===== config.mk =====
export PLATFORM = sky130hd
export DESIGN_NAME = pe_array_ctrl
export DESIGN_NICKNAME = d
export VERILOG_FILES = /design/src/rtl/pe_array_ctrl.sv
export SDC_FILE = /design/constraint.sdc
export NUM_CORES = 1
export LEC_CHECK = 0
export CORE_MARGIN = 8
export CORE_UTILIZATION = 34
export DETAILED_ROUTE_END_ITERATION = 8
export PLACE_DENSITY = 0.79
export SLEW_MARGIN = 15
export SYNTH_ARGS = -nofsm -noshare
export SYNTH_HDL_FRONTEND = slang
export SYNTH_SLANG_ARGS = --single-unit

===== constraint.sdc =====
create_clock -name clk -period 1.5 [get_ports clk]
set_clock_uncertainty 0.05 [all_clocks]
set_input_delay 0.3 -clock clk [delete_from_list [all_inputs] [get_ports clk]]
set_output_delay 0.3 -clock clk [all_outputs]
set_load 0.02 [all_outputs]

===== src/rtl/pe_array_ctrl.sv =====
// Output-stationary loop-nest sequencer for pe_array: m outer, row tile j middle, reduction i inner.
// Optional busy-cycle counter on perf_cycles when PE_CTRL_PERF_CNT_EN is defined.
module pe_array_ctrl #(
  parameter int MAC_NUM = 4,
  parameter int IA_H    = 8,
  parameter int IA_W    = 8,
  parameter int OA_W    = 8,
  parameter int RW      = (IA_H > 1) ? $clog2(IA_H) : 1,
  parameter int CW      = (IA_W > 1) ? $clog2(IA_W) : 1,
  parameter int MW      = (OA_W > 1) ? $clog2(OA_W) : 1
) (
  input  logic          clk,
  input  logic          reset,
  input  logic          start,
  input  logic [7:0]    cfg_shift_num,
  output logic          busy,
  output logic          done,
  output logic          act_rd_en,
  output logic [RW-1:0] act_rd_row,
  output logic [CW-1:0] act_rd_col,
  output logic          wet_rd_en,
  output logic [CW-1:0] wet_rd_row,
  output logic [MW-1:0] wet_rd_col,
  output logic          pe_mac_enable,
  output logic          pe_clear_acc,
  output logic [7:0]    pe_res_shift_num,
  output logic          out_wr_en,
  output logic [RW-1:0] out_wr_row,
  output logic [MW-1:0] out_wr_col,
  output logic [31:0]   perf_cycles
);

  localparam logic [CW-1:0] I_LAST   = CW'(IA_W - 1);
  localparam logic [RW-1:0] ROW_STEP = RW'(MAC_NUM);
  localparam logic [RW-1:0] ROW_LAST = RW'(IA_H - MAC_NUM);
  localparam logic [MW-1:0] M_LAST   = MW'(OA_W - 1);

  typedef enum logic [2:0] {IDLE, FEED, LAST, CLEAR, WAIT, WRITE} state_t;

  state_t        state_reg, state_next;
  logic [CW-1:0] i_reg, i_next;
  logic [RW-1:0] row_reg, row_next;
  logic [MW-1:0] m_reg, m_next;
  logic          mac_en_reg;
  logic [7:0]    shift_reg;
  logic          done_reg;
  logic          start_acc;
  logic          last_i, last_row, last_col;

  assign start_acc = (state_reg == IDLE) && start;
  assign last_i    = (i_reg == I_LAST);
  assign last_row  = (row_reg == ROW_LAST);
  assign last_col  = (m_reg == M_LAST);

  // State register and loop counters
  always_ff @(posedge clk or posedge reset) begin
    if (reset) begin
      state_reg <= IDLE;
      i_reg     <= '0;
      row_reg   <= '0;
      m_reg     <= '0;
    end else begin
      state_reg <= state_next;
      i_reg     <= i_next;
      row_reg   <= row_next;
      m_reg     <= m_next;
    end
  end

  // Next-state and loop-nest advance
  always_comb begin
    state_next = state_reg;
    i_next     = i_reg;
    row_next   = row_reg;
    m_next     = m_reg;
    case (state_reg)
      IDLE: begin
        if (start) begin
          state_next = FEED;
          i_next     = '0;
          row_next   = '0;
          m_next     = '0;
        end
      end
      FEED: begin
        if (last_i) begin
          state_next = LAST;
        end else begin
          i_next = i_reg + 1'b1;
        end
      end
      LAST:  state_next = CLEAR;
      CLEAR: state_next = WAIT;
      WAIT:  state_next = WRITE;
      WRITE: begin
        i_next = '0;
        if (last_row) begin
          row_next = '0;
          m_next   = last_col ? '0 : m_reg + 1'b1;
        end else begin
          row_next = row_reg + ROW_STEP;
        end
        state_next = (last_row && last_col) ? IDLE : FEED;
      end
      default: state_next = IDLE;
    endcase
  end

  // Moore outputs; addresses are forced to zero whenever their strobe is low
  always_comb begin
    busy         = (state_reg != IDLE);
    act_rd_en    = (state_reg == FEED);
    wet_rd_en    = act_rd_en;
    act_rd_row   = act_rd_en ? row_reg : '0;
    act_rd_col   = act_rd_en ? i_reg   : '0;
    wet_rd_row   = act_rd_en ? i_reg   : '0;
    wet_rd_col   = act_rd_en ? m_reg   : '0;
    pe_clear_acc = (state_reg == CLEAR);
    out_wr_en    = (state_reg == WRITE);
    out_wr_row   = out_wr_en ? row_reg : '0;
    out_wr_col   = out_wr_en ? m_reg   : '0;
  end

  // MAC enable trails the read strobe by the buffer read latency
  always_ff @(posedge clk or posedge reset) begin
    if (reset) begin
      mac_en_reg <= 1'b0;
      shift_reg  <= '0;
      done_reg   <= 1'b0;
    end else begin
      mac_en_reg <= (state_reg == FEED);
      if (start_acc) begin
        shift_reg <= cfg_shift_num;
      end
      done_reg <= (state_reg == WRITE) && last_row && last_col;
    end
  end

  assign pe_mac_enable    = mac_en_reg;
  assign pe_res_shift_num = shift_reg;
  assign done             = done_reg;

`ifdef PE_CTRL_PERF_CNT_EN
  logic [31:0] perf_reg;

  always_ff @(posedge clk or posedge reset) begin
    if (reset) begin
      perf_reg <= '0;
    end else if (start_acc) begin
      perf_reg <= '0;
    end else if (busy) begin
      perf_reg <= perf_reg + 32'd1;
    end
  end

  assign perf_cycles = perf_reg;
`else
  assign perf_cycles = '0;
`endif

endmodule


==> run summary <==
Outcome = finished with violations
Failing checks = negative setup slack
Remaining Overflow, GRT = 0
Post-DP HPWL = 2200 um
Highest Clock Rate = 580 MHz
Clock transition at path regs = 0.07 ns
Netlist cell types = 27
Worst min path class = in2async
End of the critical path = act_rd_col[0]
Top Ports = 76
Die extent in x = 78.0 um
Worst setup SP type = register
Post-Syn Instances = 122
DR vias = 946
Post-synth ARST share = 1.00
Hold Vio Cnt, Final = 0
First-pass GRT wire length = 4940 um
Port Buffers = 39
#FFs+latches synth = 20
DR DRC count = 0
Drt pass-1 iters = 4
Wire per inst = 13.3 um
Diode count = 0
Setup violators final = 34
Mapped cell area = 1310 um2
Post-synth EDFFs = 0
Total track usage = 0.0977
CTS Root Cell = clkbuf_8
Pin count of the biggest net entering global routing = 21
Total core area = 3690 um2
Row count = 22
Crit Reg-Reg Startpoint = state_reg[2]$_DFFE_PP0P_
Share of the synthesized area in the top cell type = 0.383
R2r endpoint = pe_res_shift_num[7]$_DFFE_PP0P_
Critical Path Source = state_reg[2]$_DFFE_PP0P_
Synth area leaders = dfrtp_1, buf_4, mux2_2
Cell taking the most area after synthesis = dfrtp_1
Worst-skew pair later-pin latency = 0.26 ns
Initial antenna violation count = 0
Max clock buf depth = 2
Register area share after synthesis = 0.383
Hold_ws = 0.312 ns
Layout net count = 196
Max IR drop VDD = 624 uV
TritonCTS buffer count = 3
Fin. max-slew vios = 0
Antenna viol nets, final = 0
RD Place Congestion = 0.754
CTS tree = yes
Crit path kind = reg2out
Starting Density = 0.354
Layout overhead on the synthesized area = 46.1%
Detailed Route WL = 3030 um
Unrepaired setup endpoints after global routing = yes
Crit-path max FO = 9
Max reg flops = 8
Final min period = 1.72 ns
Max cap viols = 0
Layout Utilization = 0.518
Vias per cell = 4.15
Most used DFF post-synth = dfrtp_1
Power Dens Cells = 591 nW/um2
Static Leak = 0.991 nW
Worst r2r path cells = 4
Post-synth top cells = buf_4, dfrtp_1, and2_1
Crit path capture type = output pin
Total power = 1.13 mW
Synth warn = 0
Most common cell in the netlist = buf_4
Iteration-0 DRC Markers = 31
Die Y = 78.0 um
R2R Setup Slk = -0.14 ns
Final setup margin = -0.224 ns
Tcrit/Tclk final = 1.15
Crit path required time = 1.15 ns
Share of post-route cells with drive strength above 1 = 0.450
CTS sink count = 20
Number of global-route vias before repair = 1088
Mean cell area of the mapped netlist = 10.7 um2
Die area = 6090 um2
Crit path arrival time = 1.37 ns
CTS HTree Levels = 1
placed cells by master, fill, tap and decap left out, types with 2 or more instances in the layout:
cell             synthesis  final
conb_1                   1     36
buf_6                    2     26
dfrtp_1                 20     18
buf_4                   42     17
clkdlybuf4s50_1          0     10
dlygate4sd2_1            0     10
mux2_4                   1      9
and2_4                   0      7
a22o_1                   5      5
nor2_1                   5      4
clkbuf_8                 0      4
nor2b_1                  3      3
and2_2                   0      3
ha_1                     4      3
nor2_4                   0      2
buf_2                    2      2
dfrtp_2                  0      2
routing by layer:
layer	vias to the layer above	share of wire	track usage
li1	441	-	-
met1	452	0.36	0.0952
met2	51	0.54	0.181
met3	2	0.096	0.0478
met4	0	0.0046	0.0222
met5	-	0	0
where the power goes:
group	internal (mW)	switching, mW	total [mW]
Combinational	0.0498	0.119	0.169
Sequential	0.550	0.00585	0.556
Clock	0.233	0.171	0.405
logic make-up after synthesis:
logic type / after synthesis / share of synthesized area
buf+inv: 47 / 0.269
flops: 20 / 0.383
simple gates: 30 / 0.161
mux: 10 / 0.0890
fa+ha+maj: 4 / 0.0383
compound gates: 10 / 0.0574
other cells: 1 / 0.00287
per-stage QoR:
| step | worst slack [ns] | setup TNS, ns | std cells | instance area (um2) |
|---|---|---|---|---|
| 4_1_cts | -0.241 | -4.89 | 225 | 1850 |
| 5_1_grt | -0.299 | -6.38 | 228 | 1910 |
| 6_report | -0.224 | -4.38 | 228 | 1910 |
| 2_1_floorplan | -0.209 | -1.29 | 157 | 1470 |
| 3_3_place_gp | -0.379 | -9.88 | 217 | 1700 |
| 3_5_place_dp | -0.408 | -10.25 | 217 | 1700 |
repair_timing:
item                                   CTS  global route
endpoints found under the hold margin    0             0
setup endpoints to repair               42            33
hold buffers                             0             0
pin swaps                               10             5
gates resized for setup                143             9
setup buffers                            4             3
worst min-delay path by stage:
stage                               startpoint                               to  slack (ns)  depth (start not counted)
2_1_floorplan                            reset                   done$_DFF_PP0_        0.21                          1
3_3_place_gp   pe_res_shift_num[7]$_DFFE_PP0P_  pe_res_shift_num[7]$_DFFE_PP0P_        0.44                          1
3_5_place_dp   pe_res_shift_num[7]$_DFFE_PP0P_  pe_res_shift_num[7]$_DFFE_PP0P_        0.45                          1
4_1_cts                                  reset  pe_res_shift_num[0]$_DFFE_PP0P_        0.32                          3
5_1_grt                                  reset  pe_res_shift_num[4]$_DFFE_PP0P_        0.34                          3
6_report                                 reset             m_reg[1]$_DFFE_PP0P_        0.31                          3
critical path, cell delays in order (launching register included):
cell and delay [ns]:
dfrtp_2 0.45, nor3b_4 0.22, buf_6 0.15, and2_4 0.13
buf_2 0.15
cell type report:
| class | instances | area (um2) |
|---|---|---|
| fill | 348 | 1780 |
| multi-input combinational | 90 | 671 |
| timing repair buffer | 65 | 618 |
| sequential | 20 | 503 |
| tap | 48 | 60.1 |
| clock buffer | 4 | 55.1 |
| inverter | 1 | 3.75 |
No activity file was read; power rests on OpenSTA's default activity.
==> variant 1: new RTL, config.mk and constraints unchanged <==
Re-encode `state_t` (6 states) as one-hot, 6 bits wide.
--- a/src/rtl/pe_array_ctrl.sv
+++ b/src/rtl/pe_array_ctrl.sv
@@ -35,7 +35,7 @@
   localparam logic [RW-1:0] ROW_LAST = RW'(IA_H - MAC_NUM);
   localparam logic [MW-1:0] M_LAST   = MW'(OA_W - 1);
 
-  typedef enum logic [2:0] {IDLE, FEED, LAST, CLEAR, WAIT, WRITE} state_t;
+  typedef enum logic [5:0] {IDLE = 6'b000001, FEED = 6'b000010, LAST = 6'b000100, CLEAR = 6'b001000, WAIT = 6'b010000, WRITE = 6'b100000} state_t;
 
   state_t        state_reg, state_next;
   logic [CW-1:0] i_reg, i_next;
Behaviour: same outputs for any inputs over 10 cycles, from zero or initial values and one cycle with reset high; not proved beyond that.
==> variant 1 against the original RTL <==
The run still ends with negative setup slack left. Setup slack got worse by 0.54 ns. Sequential cell count rose by 3. Wire length rose by 36%. Non-clock buffer count rose by 18. Design area rose by 16%. Synthesized area rose by 9.2%. Die area rose by 7.3%. Core utilization rose by 3.4 points. Critical endpoint is now out_wr_col[0].
Power is not compared: it rests on default switching activity, and its combinational part moved more than twofold at a synthesized area within 25%.
==> variant 1: results <==
group,metric,value,unit
run_status,outcome,"complete, but fails checks",
run_status,violations,"negative setup slack",
grt,met2_usage,0.217,
logic_synthesis,seq_area_frac_synth,0.404,
setup_path,worstRegToRegCells,7,
route,wl_met2,2130,um
grt,met1_usage,0.138,
route,drtIter0Drc,39,
logic_synthesis,yosys.area_share.xor_xnor,0.00613,
grt,grt_max_degree,24,
timing,holdWs,0.319,ns
setup_path,rrSetupSlack,-0.49,ns
route,wirelength_met1,1680,um
setup_path,critPathMaxStageDelay,0.52,ns
setup_path,r2r-end,"i_reg[0]",
timing,setup_slack,-0.760,ns
grt,grt_usage,0.123,
logic_synthesis,synth.top_cells.by_count,"41 x buf_4, 32 x nand2_1, 22 x dfrtp_1",
timing,setup_viol,39,
grt,global_route.usage.met3,0.0254,
grt,grt_pass1_vias,1315,
setup_path,crit_fanout,5,
placed_design,dp_cells,259,
timing,tns,-17.40,ns
logic_synthesis,synth.area.mux_share,0,
placed_design,hpwl,2760,um
route,vias,1229,
logic_synthesis,synth_compound_area_frac,0.0570,
## variant 1: changes by cell type in the layout (fill, tap and decap cells not counted), sizes merged, moves of 3 or more
cell    delta
buf       +18
mux2      -10
nand2     +31
nand3b     +3
nor2b      -3
o21ai      +6
## variant 1: power by group through the flow
stage / registers, mW / logic (mW) / clock network, mW
final: 0.869 / 1.44 / 0.396
after global routing: 0.888 / 1.54 / 0.440
after CTS: 0.870 / 1.38 / 0.408
after detailed placement: 0.887 / 1.20 / 0
after global placement: 0.876 / 1.18 / 0
after floorplan: 1.04 / 0.594 / 0
## variant 1: worst max-delay path, delay by kind of cell, from the launching register on
family | cells | cell delay, ns
buf+inv | 2 | 0.19
flops | 1 | 0.39
simple gates | 3 | 1.06
## variant 1: final cells by class
class,count,area [um^2]
clock buffer,3,41.3
clock inverter,1,5.00
fill,367,1810
inverter,3,16.3
multi-input combinational,120,729
sequential,23,578
tap,50,62.6
timing repair buffer,83,790
==> variant 2: new RTL, config.mk and constraints unchanged <==
Made on the original files. Set the parameter `OA_W` to 4 (it was 8).
--- a/src/rtl/pe_array_ctrl.sv
+++ b/src/rtl/pe_array_ctrl.sv
@@ -4,7 +4,7 @@
   parameter int MAC_NUM = 4,
   parameter int IA_H    = 8,
   parameter int IA_W    = 8,
-  parameter int OA_W    = 8,
+  parameter int OA_W    = 4,
   parameter int RW      = (IA_H > 1) ? $clog2(IA_H) : 1,
   parameter int CW      = (IA_W > 1) ? $clog2(IA_W) : 1,
   parameter int MW      = (OA_W > 1) ? $clog2(OA_W) : 1
Ports: changed (resized out_wr_col and wet_rd_col); port bits go from 76 to 74. No check against the original RTL was run, so the function may have changed too.
==> variant 2 against the original RTL <==
The flow still finishes with violations (negative setup slack). Via count down 3.9%. Register-to-register slack worse by 0.12 ns. Wire length decreased by 1.7%. Critical endpoint is now out_wr_col[1]. Synthesized area is 5.9% lower. Setup slack got worse by 0.045 ns. Design area fell by 2.2%. Power is 15% lower. Non-clock buffer count up 1. Sequential cell count shrank 1. Die area fell by 4.7%.
==> variant 2: results <==
group,metric,value,unit
timing,setup_viol,31,
placed_design,hpwl,2000,um
clocking,clk_latency,0.30,ns
logic_synthesis,synth.top_cells.by_count,"40 x buf_4, 19 x dfrtp_1, 9 x and2_1, 9 x mux2_2, 6 x nor2_1",
setup_path,cpLargestDelayFamily,"flip-flops",
setup_path,r2r-end,"pe_res_shift_num[1]",
timing,setup_slack,-0.269,ns
setup_path,worstRegToRegCells,6,
setup_path,crit_fanout,4,
power,vdd_drop_max,0.294,mV
logic_synthesis,synth_compound_area_frac,0.0539,
grt,grt_max_degree,20,
run_status,violations,"negative setup slack",
logic_synthesis,seq_area_frac_synth,0.387,
clocking,cts_root_buffer,"clkbuf_4",
grt,grt_pass1_wl,4600,um
setup_path,rrSetupSlack,-0.26,ns
grt,grt_usage,0.0971,
power,switching_power,0.283,mW
setup_path,worstReg2RegStart,"state_reg[1]",
logic_synthesis,synth.area.mux_share,0.0946,
placed_design,place.gp.congestion,0.830,
route,routed_wire_length_per_instance,13.3,um
final_layout,drive_gt1_frac,0.438,
setup_path,arrival,1.42,ns
logic_synthesis,synth_area_leaders,"dfrtp_1 39%, buf_4 24%, mux2_2 8.2%",
logic_synthesis,synthAdderAreaFrac,0.0305,
final_layout,antenna_cells,0,
route,vias,909,
clocking,clkTransAtPathRegs,0.11,ns
setup_path,crit_path_end,"out_wr_col[1]",
placed_design,place.port_buffers,37,
final_layout,final_nets,191,
route,drtIter0Drc,30,
grt,grt_pass1_vias,969,
run_status,outcome,"complete, but fails checks",
variant 2: worst min path at each step:
| stage | to | slack [ns] |
|---|---|---|
| 2_1_floorplan | done | 0.20 |
| 3_3_place_gp | pe_res_shift_num[7] | 0.44 |
| 3_5_place_dp | pe_res_shift_num[3] | 0.44 |
| 4_1_cts | state_reg[2] | 0.25 |
| 5_1_grt | state_reg[2] | 0.28 |
| 6_report | state_reg[2] | 0.26 |
variant 2: kinds of logic after synthesis:
kind of cell,after synthesis
AO/OA/AOI/OAI,9
buffers and inverters,46
multiplexers,10
other,1
adder cells (fa/ha/maj),3
AND/OR/NAND/NOR,28
flip-flops,19
variant 2: through the flow:
stage	hold slack [ns]	area, um^2	worst slack [ns]	TNS (ns)	instances
2_1_floorplan	0.201	1400	-0.166	-0.789	151
5_1_grt	0.282	1870	-0.351	-8.97	224
4_1_cts	0.252	1730	-0.272	-6.70	219
6_report	0.259	1870	-0.269	-6.62	224
3_5_place_dp	0.444	1600	-0.440	-9.52	206
3_3_place_gp	0.439	1600	-0.400	-9.00	206
variant 2: tightest hold or removal path: cells and delay by family:
kind	cells	cell delay, ns
buffers and inverters	3	0.69
variant 2: final cells by class:
type / count / area share
clock buffers: 4 / 0.0141
inverters: 1 / 0.00201
repair buffers: 66 / 0.350
well taps: 48 / 0.0321
multi-input cells: 86 / 0.347
flip-flops and latches: 19 / 0.255
variant 2: power by group through the flow:
stage,logic [mW],registers [mW],clock network [mW]
finish,0.169,0.528,0.263
global route,0.181,0.529,0.297
CTS,0.159,0.527,0.280
detailed placement,0.166,0.538,0
global placement,0.166,0.537,0
floorplan,0.169,0.552,0
variant 2: routing by layer:
layer	vias up	share of wire	global-route usage	wire [um]
met5	-	0	0	0
met4	0	0.014	0.0577	41
met3	4	0.059	0.0318	177
met2	43	0.50	0.159	1500
met1	433	0.43	0.107	1270
li1	429	-	-	-
variant 2: timing repair:
item / CTS / global route
gates resized for setup: 120 / 24
gates cloned: 1 / 1
endpoints found under the setup margin: 41 / 31
pin swaps: 4 / 3
setup buffers: 8 / 4
